`config.mk`:
```
export PLATFORM = sky130hd
export DESIGN_NAME = cfg_bitstream_loader_flat
export DESIGN_NICKNAME = d
export VERILOG_FILES = /design/src/rtl/cfg_bitstream_loader_if.sv /design/src/rtl/cfg_bitstream_loader.sv /design/src/flat_wrapper.sv
export SDC_FILE = /design/constraint.sdc
export NUM_CORES = 1
export LEC_CHECK = 0
export BUFFER_PORTS_ARGS = -buffer_cell sky130_fd_sc_hd__buf_2
export CORE_AREA = 3 3 90 71
export DETAILED_ROUTE_END_ITERATION = 6
export DIE_AREA = 0 0 93 74
export PLACE_DENSITY = 0.88
export SLEW_MARGIN = 20
export SYNTH_ARGS = -nofsm -noshare
export SYNTH_HDL_FRONTEND = slang
export SYNTH_SLANG_ARGS = --single-unit
export TNS_END_PERCENT = 100
```
`constraint.sdc`:
```
create_clock -name clock -period 3.82 [get_ports clock]
set_clock_uncertainty 0.15 [all_clocks]
set_input_delay 0.191 -clock clock [delete_from_list [all_inputs] [get_ports clock]]
set_output_delay 0.191 -clock clock [all_outputs]
set_load 0.05 [all_outputs]
```
`src/rtl/cfg_bitstream_loader_if.sv`:
```
// Word-stream and configuration-write bundle for cfg_bitstream_loader.
// master: word source / write-port observer side; slave: the loader.
interface cfg_bitstream_loader_if #(
  parameter int IDX_W = 5
);
  logic [31:0]      in_word;
  logic             in_valid;
  logic             in_ready;
  logic             cfg_we;
  logic [IDX_W-1:0] cfg_index;
  logic [32:0]      cfg_data;

  modport master (
    output in_word, in_valid,
    input  in_ready, cfg_we, cfg_index, cfg_data
  );

  modport slave (
    input  in_word, in_valid,
    output in_ready, cfg_we, cfg_index, cfg_data
  );
endinterface

```
`src/rtl/cfg_bitstream_loader.sv`:
```
// cfg_bitstream_loader: streams 32-bit configuration words, skips the
// switch-box header, and writes one 33-bit word per target in ascending
// index order. Optional trailing XOR checksum: CFG_LOADER_CHECKSUM_EN.
module cfg_bitstream_loader #(
  parameter int NUM_TARGETS  = 20,
  parameter int HEADER_WORDS = 3,
  parameter int IDX_W        = 5
) (
  input  logic                   clock,
  input  logic                   reset,
  input  logic                   start,
  cfg_bitstream_loader_if.slave  bus,
  output logic                   busy,
  output logic                   done,
  output logic                   error
);

  localparam int HDR_W      = (HEADER_WORDS > 1) ? $clog2(HEADER_WORDS) : 1;
  localparam int HDR_LAST_I = (HEADER_WORDS > 0) ? HEADER_WORDS - 1 : 0;
  localparam logic [HDR_W-1:0] HDR_LAST = HDR_LAST_I[HDR_W-1:0];
  localparam logic [IDX_W-1:0] TGT_LAST = IDX_W'(NUM_TARGETS - 1);

`ifdef CFG_LOADER_CHECKSUM_EN
  typedef enum logic [2:0] {
    S_IDLE, S_HEADER, S_LOW, S_HIGH, S_CHECK, S_DONE
  } state_t;
`else
  typedef enum logic [2:0] {
    S_IDLE, S_HEADER, S_LOW, S_HIGH, S_DONE
  } state_t;
`endif

  state_t           state;
  logic [HDR_W-1:0] hdr_cnt;
  logic [IDX_W-1:0] tgt_cnt;
  logic [31:0]      lo_reg;
  logic             xfer;

  assign xfer = bus.in_valid & bus.in_ready;

`ifdef CFG_LOADER_CHECKSUM_EN
  logic [31:0] acc;
  logic        err_q;
  assign error = err_q;
`else
  assign error = 1'b0;
`endif

  // Load sequencer: header skip, low/high word pairing, registered write strobe.
  always_ff @(posedge clock) begin
    if (reset) begin
      state         <= S_IDLE;
      bus.in_ready  <= 1'b0;
      bus.cfg_we    <= 1'b0;
      bus.cfg_index <= '0;
      bus.cfg_data  <= '0;
      busy          <= 1'b0;
      done          <= 1'b0;
      hdr_cnt       <= '0;
      tgt_cnt       <= '0;
      lo_reg        <= '0;
`ifdef CFG_LOADER_CHECKSUM_EN
      acc           <= '0;
      err_q         <= 1'b0;
`endif
    end else begin
      bus.cfg_we <= 1'b0;
`ifdef CFG_LOADER_CHECKSUM_EN
      if (xfer) acc <= acc ^ bus.in_word;
`endif
      unique case (state)
        S_IDLE, S_DONE: begin
          if (start) begin
            busy         <= 1'b1;
            done         <= 1'b0;
            hdr_cnt      <= '0;
            tgt_cnt      <= '0;
            bus.in_ready <= 1'b1;
            state        <= (HEADER_WORDS > 0) ? S_HEADER : S_LOW;
`ifdef CFG_LOADER_CHECKSUM_EN
            acc          <= '0;
            err_q        <= 1'b0;
`endif
          end
        end
        S_HEADER: begin
          if (xfer) begin
            if (hdr_cnt == HDR_LAST) state <= S_LOW;
            else                     hdr_cnt <= hdr_cnt + 1'b1;
          end
        end
        S_LOW: begin
          if (xfer) begin
            lo_reg <= bus.in_word;
            state  <= S_HIGH;
          end
        end
        S_HIGH: begin
          if (xfer) begin
            bus.cfg_data  <= {bus.in_word[0], lo_reg};
            bus.cfg_index <= tgt_cnt;
            bus.cfg_we    <= 1'b1;
            if (tgt_cnt == TGT_LAST) begin
`ifdef CFG_LOADER_CHECKSUM_EN
              state        <= S_CHECK;
`else
              state        <= S_DONE;
              bus.in_ready <= 1'b0;
              busy         <= 1'b0;
              done         <= 1'b1;
`endif
            end else begin
              tgt_cnt <= tgt_cnt + 1'b1;
              state   <= S_LOW;
            end
          end
        end
`ifdef CFG_LOADER_CHECKSUM_EN
        S_CHECK: begin
          if (xfer) begin
            // acc still holds the XOR of every word before this one
            err_q        <= (bus.in_word != acc);
            done         <= 1'b1;
            busy         <= 1'b0;
            bus.in_ready <= 1'b0;
            state        <= S_DONE;
          end
        end
`endif
        default: state <= S_IDLE;
      endcase
    end
  end

endmodule
```
`src/flat_wrapper.sv`:
```
// flat-port wrapper written by rule: the top's interface ports become plain ports
module cfg_bitstream_loader_flat 
#(
  parameter int NUM_TARGETS  = 20,
  parameter int HEADER_WORDS = 3,
  parameter int IDX_W        = 5
)
  (clock, reset, start, busy, done, error, bus_in_word, bus_in_valid, bus_in_ready, bus_cfg_we, bus_cfg_index, bus_cfg_data);
  cfg_bitstream_loader_if #(.IDX_W(IDX_W)) bus_i ();
  input  logic clock;
  input  logic reset;
  input  logic start;
  output logic busy;
  output logic done;
  output logic error;
  input wire logic [$bits(bus_i.in_word)-1:0] bus_in_word;
  input wire logic [$bits(bus_i.in_valid)-1:0] bus_in_valid;
  output wire logic [$bits(bus_i.in_ready)-1:0] bus_in_ready;
  output wire logic [$bits(bus_i.cfg_we)-1:0] bus_cfg_we;
  output wire logic [$bits(bus_i.cfg_index)-1:0] bus_cfg_index;
  output wire logic [$bits(bus_i.cfg_data)-1:0] bus_cfg_data;
  assign bus_i.in_word = bus_in_word;
  assign bus_i.in_valid = bus_in_valid;
  assign bus_in_ready = bus_i.in_ready;
  assign bus_cfg_we = bus_i.cfg_we;
  assign bus_cfg_index = bus_i.cfg_index;
  assign bus_cfg_data = bus_i.cfg_data;
  cfg_bitstream_loader #(.NUM_TARGETS(NUM_TARGETS), .HEADER_WORDS(HEADER_WORDS), .IDX_W(IDX_W)) u_core (.clock(clock), .reset(reset), .start(start), .bus(bus_i), .busy(busy), .done(done), .error(error));
endmodule
```
==> impl_summary.md, run 1 <==
Status
The flow ran to the end, and the final reports show no timing, DRC or antenna violations.

Placed design
Routability-driven placement finished with a final weighted congestion of ~0.81. The total cell area at the placement stage is around 3500 um^2. After legalization and detailed placement, the total HPWL measured about 4.6 mm.

The cell count after placement is about 520. Port buffering added 77 buffers. Prior to clock tree synthesis, the placed netlist has a worst setup slack of about 1500 ps.

Timing
The smallest setup slack after layout is 1420 ps. The remaining max-slew budget at the tightest pin is 0.282. The top achievable clock speed is around 420 MHz. The number of slew-limit violations in the final report was 0.

The actual slew at the worst max-slew pin is between 1000 and 1500 ps. Setup repair after global routing left no endpoint under its margin. The final worst hold slack is 45.1 ps. The shortest clock period the worst path allows after layout is between 2000 and 2500 ps. The hold violation count in the final report is 0. The portion of the clock cycle consumed by the worst path in the final layout is 0.628. In the final timing run, aggregate negative setup slack is 0 ps. The setup violation total in the final timing report is 0.

Setup path
The largest single stage delay on the critical path is slightly above 1000 ps. At the worst endpoint, the required time is 3870 ps. The startpoint-to-endpoint class of the critical path is flop to flop. The maximum fanout count along the critical path is 32. The number of buffers and inverters on the critical path is 1. The worst setup path is captured at a flop. Data on the critical path arrives at its endpoint at between 2000 and 2500 ps.

STA classifies the critical path startpoint as a flop. Among all stages on the critical path, the largest delay is contributed by sky130_fd_sc_hd__or4_1. The critical path goes through inv_2, or4_1, nand2_1, a21oi_1. Grouping stages by cell kind, the critical path spends the most delay in simple AND/OR/NAND/NOR gates.

Finish
Measured on the finished design, the core utilization comes to 0.721. The final layout net count is roughly 530. The non-filler instance count after layout is between 500 and 600. The number of antenna diodes in the final layout is 0. The storage element area is 1660 um^2.

The finished cells cover 4070 um^2. Leaving out fill and tap cells, the most frequent cell in the layout is sky130_fd_sc_hd__nand2_1. The share of final-layout standard cells stronger than drive strength 1 is 0.204.

The register with the most flip-flops in the layout has 33 of them. In the layout the commonest cells are sky130_fd_sc_hd__nand2_1 (146), sky130_fd_sc_hd__dfxtp_1 (83), sky130_fd_sc_hd__a21oi_1 (81). The layout-stage area growth over the synthesis result is 31.3%. The number of filler cells placed in the layout is about 440. The multi-input combinational cell area is around 1300 um^2.

Die
The total number of placement rows is 24. The die is between 70 and 80 um tall. The horizontal extent of the die is 93 um. For this configuration, the core starts out at a cell density of 0.549.

The area of the die is just under 7000 um^2. The floorplan core area is around 5600 um^2. For this design the top-level I/O count stands at between 70 and 80.

Clock network
The later pin in the worst-skew pair is clocked with a latency of 350 ps. The clock input transition at the sequential cells of the worst setup and hold paths is 80 ps. The root buffer cell chosen for the clock tree is sky130_fd_sc_hd__clkbuf_8. The number of setup buffers added after CTS is 0. TritonCTS built the clock tree. The H-tree was split into 3 levels.

Clock tree synthesis inserted a total of 9 buffers. The number of buffers on the longest clock path is 2. The clock sink total is 83.

Yosys
The average instance in the mapped netlist occupies approximately 7.9 um^2. After synthesis, the netlist uses 37 different library cells. The total standard cell area after synthesis is 3100 um^2. During synthesis, Yosys emitted a total of 0 warnings. In the synthesized netlist the dominant register cell turns out to be sky130_fd_sc_hd__dfxtp_1. The net count of the mapped netlist is between 400 and 500. The number of instances in the synthesized netlist is around 400. For this run, the register share of the synthesized area comes to 0.536.

After synthesis the netlist holds a flip-flop and latch count of 83. For this run, asynchronously set or reset flops after synthesis account for 0. In this run, synthesis inferred 0 flip-flops with an integrated enable.

Min path
The min-delay analysis places its worst path in the category input port to flop.

Detailed routing
Summing over every cut layer, the via total after detailed routing is roughly 3.0k. The pre-antenna-repair detailed-routing pass consisted of 5 iterations. The routed design has roughly 8 mm of wire. The residual antenna-violating net count after detailed routing is 0. The average vias per placed instance is between 5 and 6.

The residual DRC count is 0. The detailed router finished its first iteration with 205 violations. Dividing the detail-routed wire length by the instance count gives approximately 14 um.

Power and ir drop
The peak ir drop on the vdd network is between 0.3 and 0.4 mV. Summed over all cells, the static leakage comes to between 1.5 and 2 nW. The total power consumption of the routed design is between 1.5 and 2 mW. Power spread over the standard cell area amounts to around 470 nW/um^2.

Job
Across the run, the number of max-cap violations was 0.

Global route
In the global route stage, met2 resource usage came out at 0.392. The global routing usage summed across all routing layers is 0.232. The global-route wire length before repair is 12.5 mm. Entering global routing, the biggest net connects 55 pins.

The initial antenna violation count is 0. The routing usage on met1 is 0.287. The number of global-route vias before repair is 2733. The met3 track demand over resource in global routing is 0.0677. The sum of overflow across all layers after global routing is 0. In this run the most used layer during global routing was met2.
-- layer usage --
layer  part of all wire  vias to the layer above
met3              0.075                       19
met4              0.025                        0
met1               0.42                     1375
met2               0.48                      121
li1                   -                     1486
met5                  0                        -
-- synthesized netlist by cell type (all sizes together), types with 2 or more instances --
master	count	area [um^2]
and2	3	18.8
nand2b	3	18.8
nand2	146	548
nor3	4	20.0
o21ai	7	35.0
clkbuf	19	71.3
dfxtp	83	1660
or4	3	22.5
a21oi	81	405
buf	10	61.3
nor2	6	22.5
or3	2	12.5
inv	4	15.0
ha	2	25.0
nand3	2	10.0
-- worst min-delay path, cell delays in order --
cell and delay (ps):
sky130_fd_sc_hd__buf_2 120, sky130_fd_sc_hd__nand3_1 60, sky130_fd_sc_hd__a21oi_1 60, sky130_fd_sc_hd__nor2_1 80
-- final cells by class --
| type | count | area share |
|---|---|---|
| sequential | 83 | 0.408 |
| multi-input combinational | 278 | 0.320 |
| timing repair buffer | 113 | 0.181 |
| clock buffer | 11 | 0.0372 |
| clock inverter | 5 | 0.0264 |
| tap | 78 | 0.0240 |
| inverter | 4 | 0.00369 |
-- final timing paths --
path,start,end,slack [ps],cells past startpoint
setup / recovery,u_core.state[1],u_core.lo_reg[2],1420,4
hold / removal,bus_in_valid,u_core.bus.in_ready,50,4
setup reg to reg,u_core.state[1],u_core.lo_reg[2],1420,4
hold reg to reg,u_core.bus.cfg_data[29],u_core.bus.cfg_data[29],300,2
-- cell families (layout without fill, tap and decap cells) --
kind of cell,Yosys count,in the layout,share of synthesized area
buffers and inverters,33,133,0.0476
and+or+nand+nor,178,178,0.242
DFF,83,83,0.536
AOI/OAI and AO/OA,97,97,0.165
other,1,1,0.00121
adders and majority gates,2,2,0.00807
-- repair_timing --
action,CTS,global route
hold buffers,32,0
resized for setup,0,0
hold endpoints to repair,33,0
-- report_power, final --
group          internal (mW)  switching (mW)  total, mW
clock network          0.473           0.310      0.783
logic                 0.0816           0.113      0.195
registers              0.884          0.0334      0.918
total                   1.44           0.456       1.90
Power figures use the tool's default switching activity.
==> inputs of run 2 (changes only) <==
--- a/config.mk
+++ b/config.mk
@@ -5,11 +5,12 @@
 export SDC_FILE = /design/constraint.sdc
 export NUM_CORES = 1
 export LEC_CHECK = 0
+export ABC_AREA = 1
 export BUFFER_PORTS_ARGS = -buffer_cell sky130_fd_sc_hd__buf_2
-export CORE_AREA = 3 3 90 71
+export CORE_AREA = 3 3 95 75
 export DETAILED_ROUTE_END_ITERATION = 6
-export DIE_AREA = 0 0 93 74
-export PLACE_DENSITY = 0.88
+export DIE_AREA = 0 0 98 78
+export PLACE_DENSITY = 0.82
 export SLEW_MARGIN = 20
 export SYNTH_ARGS = -nofsm -noshare
 export SYNTH_HDL_FRONTEND = slang
==> constraint.sdc (replaced) <==
create_clock -name clock -period 2.4 [get_ports clock]
set_clock_uncertainty 0.15 [all_clocks]
set_input_delay 0.12 -clock clock [delete_from_list [all_inputs] [get_ports clock]]
set_output_delay 0.12 -clock clock [all_outputs]
set_load 0.05 [all_outputs]
==> impl_summary.md, run 2 <==
Die
The initial standard-cell utilization of the core was 0.517 (was 0.549). The area of the die was 7640 um^2 (was 6880 um^2). The top-level port count is 79 (unchanged). The total number of placement rows was 25 (was 24). The horizontal extent of the die was 98 um (was 93 um). The floorplan core area was 6220 um^2 (was 5650 um^2).

The die span in y is 78 um (was 74 um).

Global route
The maximum number of pins on one net before global-route repair was 42 (was 55). The global routing usage summed across all routing layers was 0.203 (was 0.232). The sum of overflow across all layers after global routing came to 0 (unchanged). The initial antenna violation count is 0 (unchanged). The global-route wire length before repair came to 12.7 mm (was 12.5 mm).

The number of global-route vias before repair is 2841 (was 2733).

Timing
RSZ-0062 raised after global routing: false (unchanged). The setup violation total in the final timing report is 0 (unchanged). The portion of the clock cycle consumed by the worst path in the final layout was 0.753 (was 0.628). The shortest clock period the worst path allows after layout is 1810 ps (was 2400 ps).

The remaining max-slew budget at the tightest pin came to 0.640 (was 0.282). The actual slew at the worst max-slew pin is 539 ps (was 1080 ps). The total negative slack is 0 ps (unchanged). The top achievable clock speed is 554 MHz (was 417 MHz). The hold violation count in the final report is 0 (unchanged). The final worst hold slack was 35.6 ps (was 45.1 ps). The number of slew-limit violations in the final report was 0 (unchanged).

Finish
The multi-input combinational cell area came to 1350 um^2 (was 1300 um^2). The non-filler instance count after layout is 605 (was 572). The number of flip-flops under the largest register name is 33 (unchanged). The share of final-layout standard cells stronger than drive strength 1 is 0.214 (was 0.204). The antenna cell count came to 0 (unchanged).

Most frequent cells in the layout: sky130_fd_sc_hd__nor2_1 (153), sky130_fd_sc_hd__dfxtp_1 (83), sky130_fd_sc_hd__buf_2 (77) (was sky130_fd_sc_hd__nand2_1 (146), sky130_fd_sc_hd__dfxtp_1 (83), sky130_fd_sc_hd__a21oi_1 (81)). The layout-stage area growth over the synthesis result came to 27.4% (was 31.3%). The final layout net count is 557 (was 527). The fraction of the core area covered by cells at the end of the flow is 0.659 (was 0.721). The number of filler cells placed in the layout is 515 (was 438).

The storage element area came to 1660 um^2 (unchanged). The most frequent standard cell in the layout excluding fill and tap cells is sky130_fd_sc_hd__nor2_1 (was sky130_fd_sc_hd__nand2_1).

Job
The max-capacitance violation count is 0 (unchanged).

Yosys
The register bit total from synthesis is 83 (unchanged). The async set-or-reset flop fraction in the synthesized netlist was 0 (unchanged). The multiplexer fraction of the synthesized cell area is 0 (unchanged). Dominant cells by area after synthesis: sky130_fd_sc_hd__dfxtp_1 (52%), sky130_fd_sc_hd__nor2_1 (18%), sky130_fd_sc_hd__o21ai_0 (9.6%) (was sky130_fd_sc_hd__dfxtp_1 (54%), sky130_fd_sc_hd__nand2_1 (18%), sky130_fd_sc_hd__a21oi_1 (13%)). The total standard cell area after synthesis is 3220 um^2 (was 3100 um^2). The most frequent cell after synthesis was sky130_fd_sc_hd__nor2_1 (was sky130_fd_sc_hd__nand2_1). The main flop type after synthesis is sky130_fd_sc_hd__dfxtp_1 (unchanged). The portion of synthesized cell area occupied by the leading cell type came to 0.516 (was 0.536). The synthesized-area fraction occupied by adder cells is 0.00777 (was 0.00807). The area fraction in compound gates after synthesis is 0.133 (was 0.165). The biggest area consumer among synthesized cells is sky130_fd_sc_hd__dfxtp_1 (unchanged). The count of warnings emitted by yosys is 0 (unchanged). The mean cell area of the mapped netlist was 7.70 um^2 (was 7.87 um^2). The parity-gate share of the synthesized area counting xor and xnor cells came to 0.00272 (was 0). The net count of the mapped netlist came to 456 (was 432). The number of enable flip-flop cells after synthesis is 0 (unchanged). The number of distinct standard cells referenced by the synthesized netlist was 30 (was 37). The number of instances in the synthesized netlist is 418 (was 394). The share of the yosys chip area belonging to registers is 0.516 (was 0.536). The post-synthesis share of cell area spent on and, or, nand and nor gates is 0.274 (was 0.242).

The largest family of logic cells by synthesized area is simple AND/OR/NAND/NOR gates (unchanged). Most common library cells after synthesis: sky130_fd_sc_hd__nor2_1 (153), sky130_fd_sc_hd__dfxtp_1 (83), sky130_fd_sc_hd__o21ai_0 (62) (was sky130_fd_sc_hd__nand2_1 (146), sky130_fd_sc_hd__dfxtp_1 (83), sky130_fd_sc_hd__a21oi_1 (81)).

Setup path
The number of buffers and inverters on the critical path was 1 (unchanged). The startpoint-to-endpoint class of the critical path is flop to flop (unchanged). The critical path's top delay family is simple AND/OR/NAND/NOR gates (unchanged). The critical path data arrival time is 1930 ps (was 2450 ps). The sort of element at the start of the critical path was a flop (unchanged). The maximum single-stage delay on the critical path is 450 ps (was 1010 ps). The start of the worst register-to-register path is u_core.state[0] (was u_core.state[1]).

The slowest library cell on the worst path is sky130_fd_sc_hd__dfxtp_1 (was sky130_fd_sc_hd__or4_1). The startpoint of the most critical setup path is u_core.state[0] (was u_core.state[1]). The maximum fanout count along the critical path came to 41 (was 32). Critical-path cell list: nand2_2, nor2_8, nand2_4, inv_6, o21ai_0, a21oi_1 (was inv_2, or4_1, nand2_1, a21oi_1). The critical path endpoint category is a flop (unchanged).

The required time of the critical path is 2520 ps (was 3870 ps).

Clock network
The number of buffers inserted during clock tree synthesis is 9 (unchanged). The clock sink total is 83 (unchanged). The number of buffers on the longest clock path is 2 (unchanged). The clock input transition at the sequential cells of the worst setup and hold paths is 80 ps (about the same). The post-CTS setup-driven buffer insertion count came to 0 (unchanged). The number of levels the H-tree was split into is 3 (unchanged). The insertion delay of the later-clocked pin in the worst-skew pair came to 340 ps (was 350 ps). The clock tree root driver cell is sky130_fd_sc_hd__clkbuf_8 (unchanged). The number of buffers inserted by hold repair at cts is 33 (was 32). The CTS tree is yes (unchanged).

The count of cells resized by post-cts repair came to 0 (unchanged).

Placed design
The half-perimeter wire length after placement is 4.78 mm (was 4.64 mm). The total of buffers placed on input and output ports is 77 (unchanged). The cell count after placement was 556 (was 524).

The routability congestion estimate came to 0.937 (was 0.809).

Detailed routing
The average vias per placed instance is 5.00 (was 5.25). The routed wire length came to 7.53 mm (was 7.83 mm). The total number of vias is 3027 (was 3001). The residual DRC count came to 0 (unchanged). The initial detailed-routing violation count is 189 (was 205). The residual antenna-violating net count after detailed routing is 0 (unchanged).

The detailed-route wire length per cell is 12.5 um (was 13.7 um). The first-pass detailed-route iteration total is 4 (was 5).

Status
Outcome: finished clean (unchanged).

Min path
The startpoint of the most critical hold path was start (was bus_in_valid). The class of the tightest hold or removal check is input port to flop (unchanged).

Power and ir drop
The peak ir drop on the vdd network was 0.366 mV (was 0.351 mV). The power per cell area is 831 nW/um^2 (was 465 nW/um^2). The static leakage came to 1.93 nW (was 1.58 nW). The total power consumption of the routed design was 3.41 mW (was 1.90 mW).
-- run 2: power by group --
group | internal, mW | total, mW | switching (mW)
clock network | 0.478 | 0.951 | 0.473
logic | 0.304 | 0.874 | 0.570
registers | 1.49 | 1.58 | 0.0935
total | 2.27 | 3.41 | 1.14
-- run 2: metal layers --
metal | GRT usage | up-vias | part of all wire
met5 | 0 | - | 0
met4 | 0.0705 | 0 | 0.014
met3 | 0.0593 | 16 | 0.069
met2 | 0.355 | 104 | 0.49
met1 | 0.236 | 1372 | 0.43
li1 | - | 1535 | -
-- run 2: cell type report --
type,count,share of cell area
Sequential cell,83,0.405
Multi-Input combinational cell,295,0.328
Timing Repair Buffer,113,0.180
Clock buffer,11,0.0320
Tap cell,81,0.0247
Inverter,17,0.0168
Clock inverter,5,0.0131
-- run 2: final timing paths --
kind | to | slack, ps | depth (start not counted)
setup / recovery | u_core.bus.cfg_index[4] | 590 | 6
hold / removal | u_core.bus.in_ready | 40 | 3
setup reg to reg | u_core.bus.cfg_index[4] | 590 | 6
hold reg to reg | u_core.done | 300 | 2
-- run 2: tightest hold or removal path: cells and delay by family --
family,cells,cell delay (ps)
simple gates,1,160
compound gates,1,90
buf+inv,1,110
-- run 2: kinds of logic after synthesis --
| logic type | count (synthesis) |
|---|---|
| and+or+nand+nor | 208 |
| AOI/OAI and AO/OA | 83 |
| DFF | 83 |
| xor gates and xnor gates | 1 |
| adders and majority gates | 2 |
| buffers and inverters | 40 |
| other | 1 |
-- run 2: metrics by stage --
stage / cell area, um^2 / setup slack [ps]
after floorplan: 3220 / 657
after global placement: 3590 / 669
after detailed placement: 3590 / 599
after CTS: 4100 / 593
after global routing: 4100 / 360
final: 4100 / 594
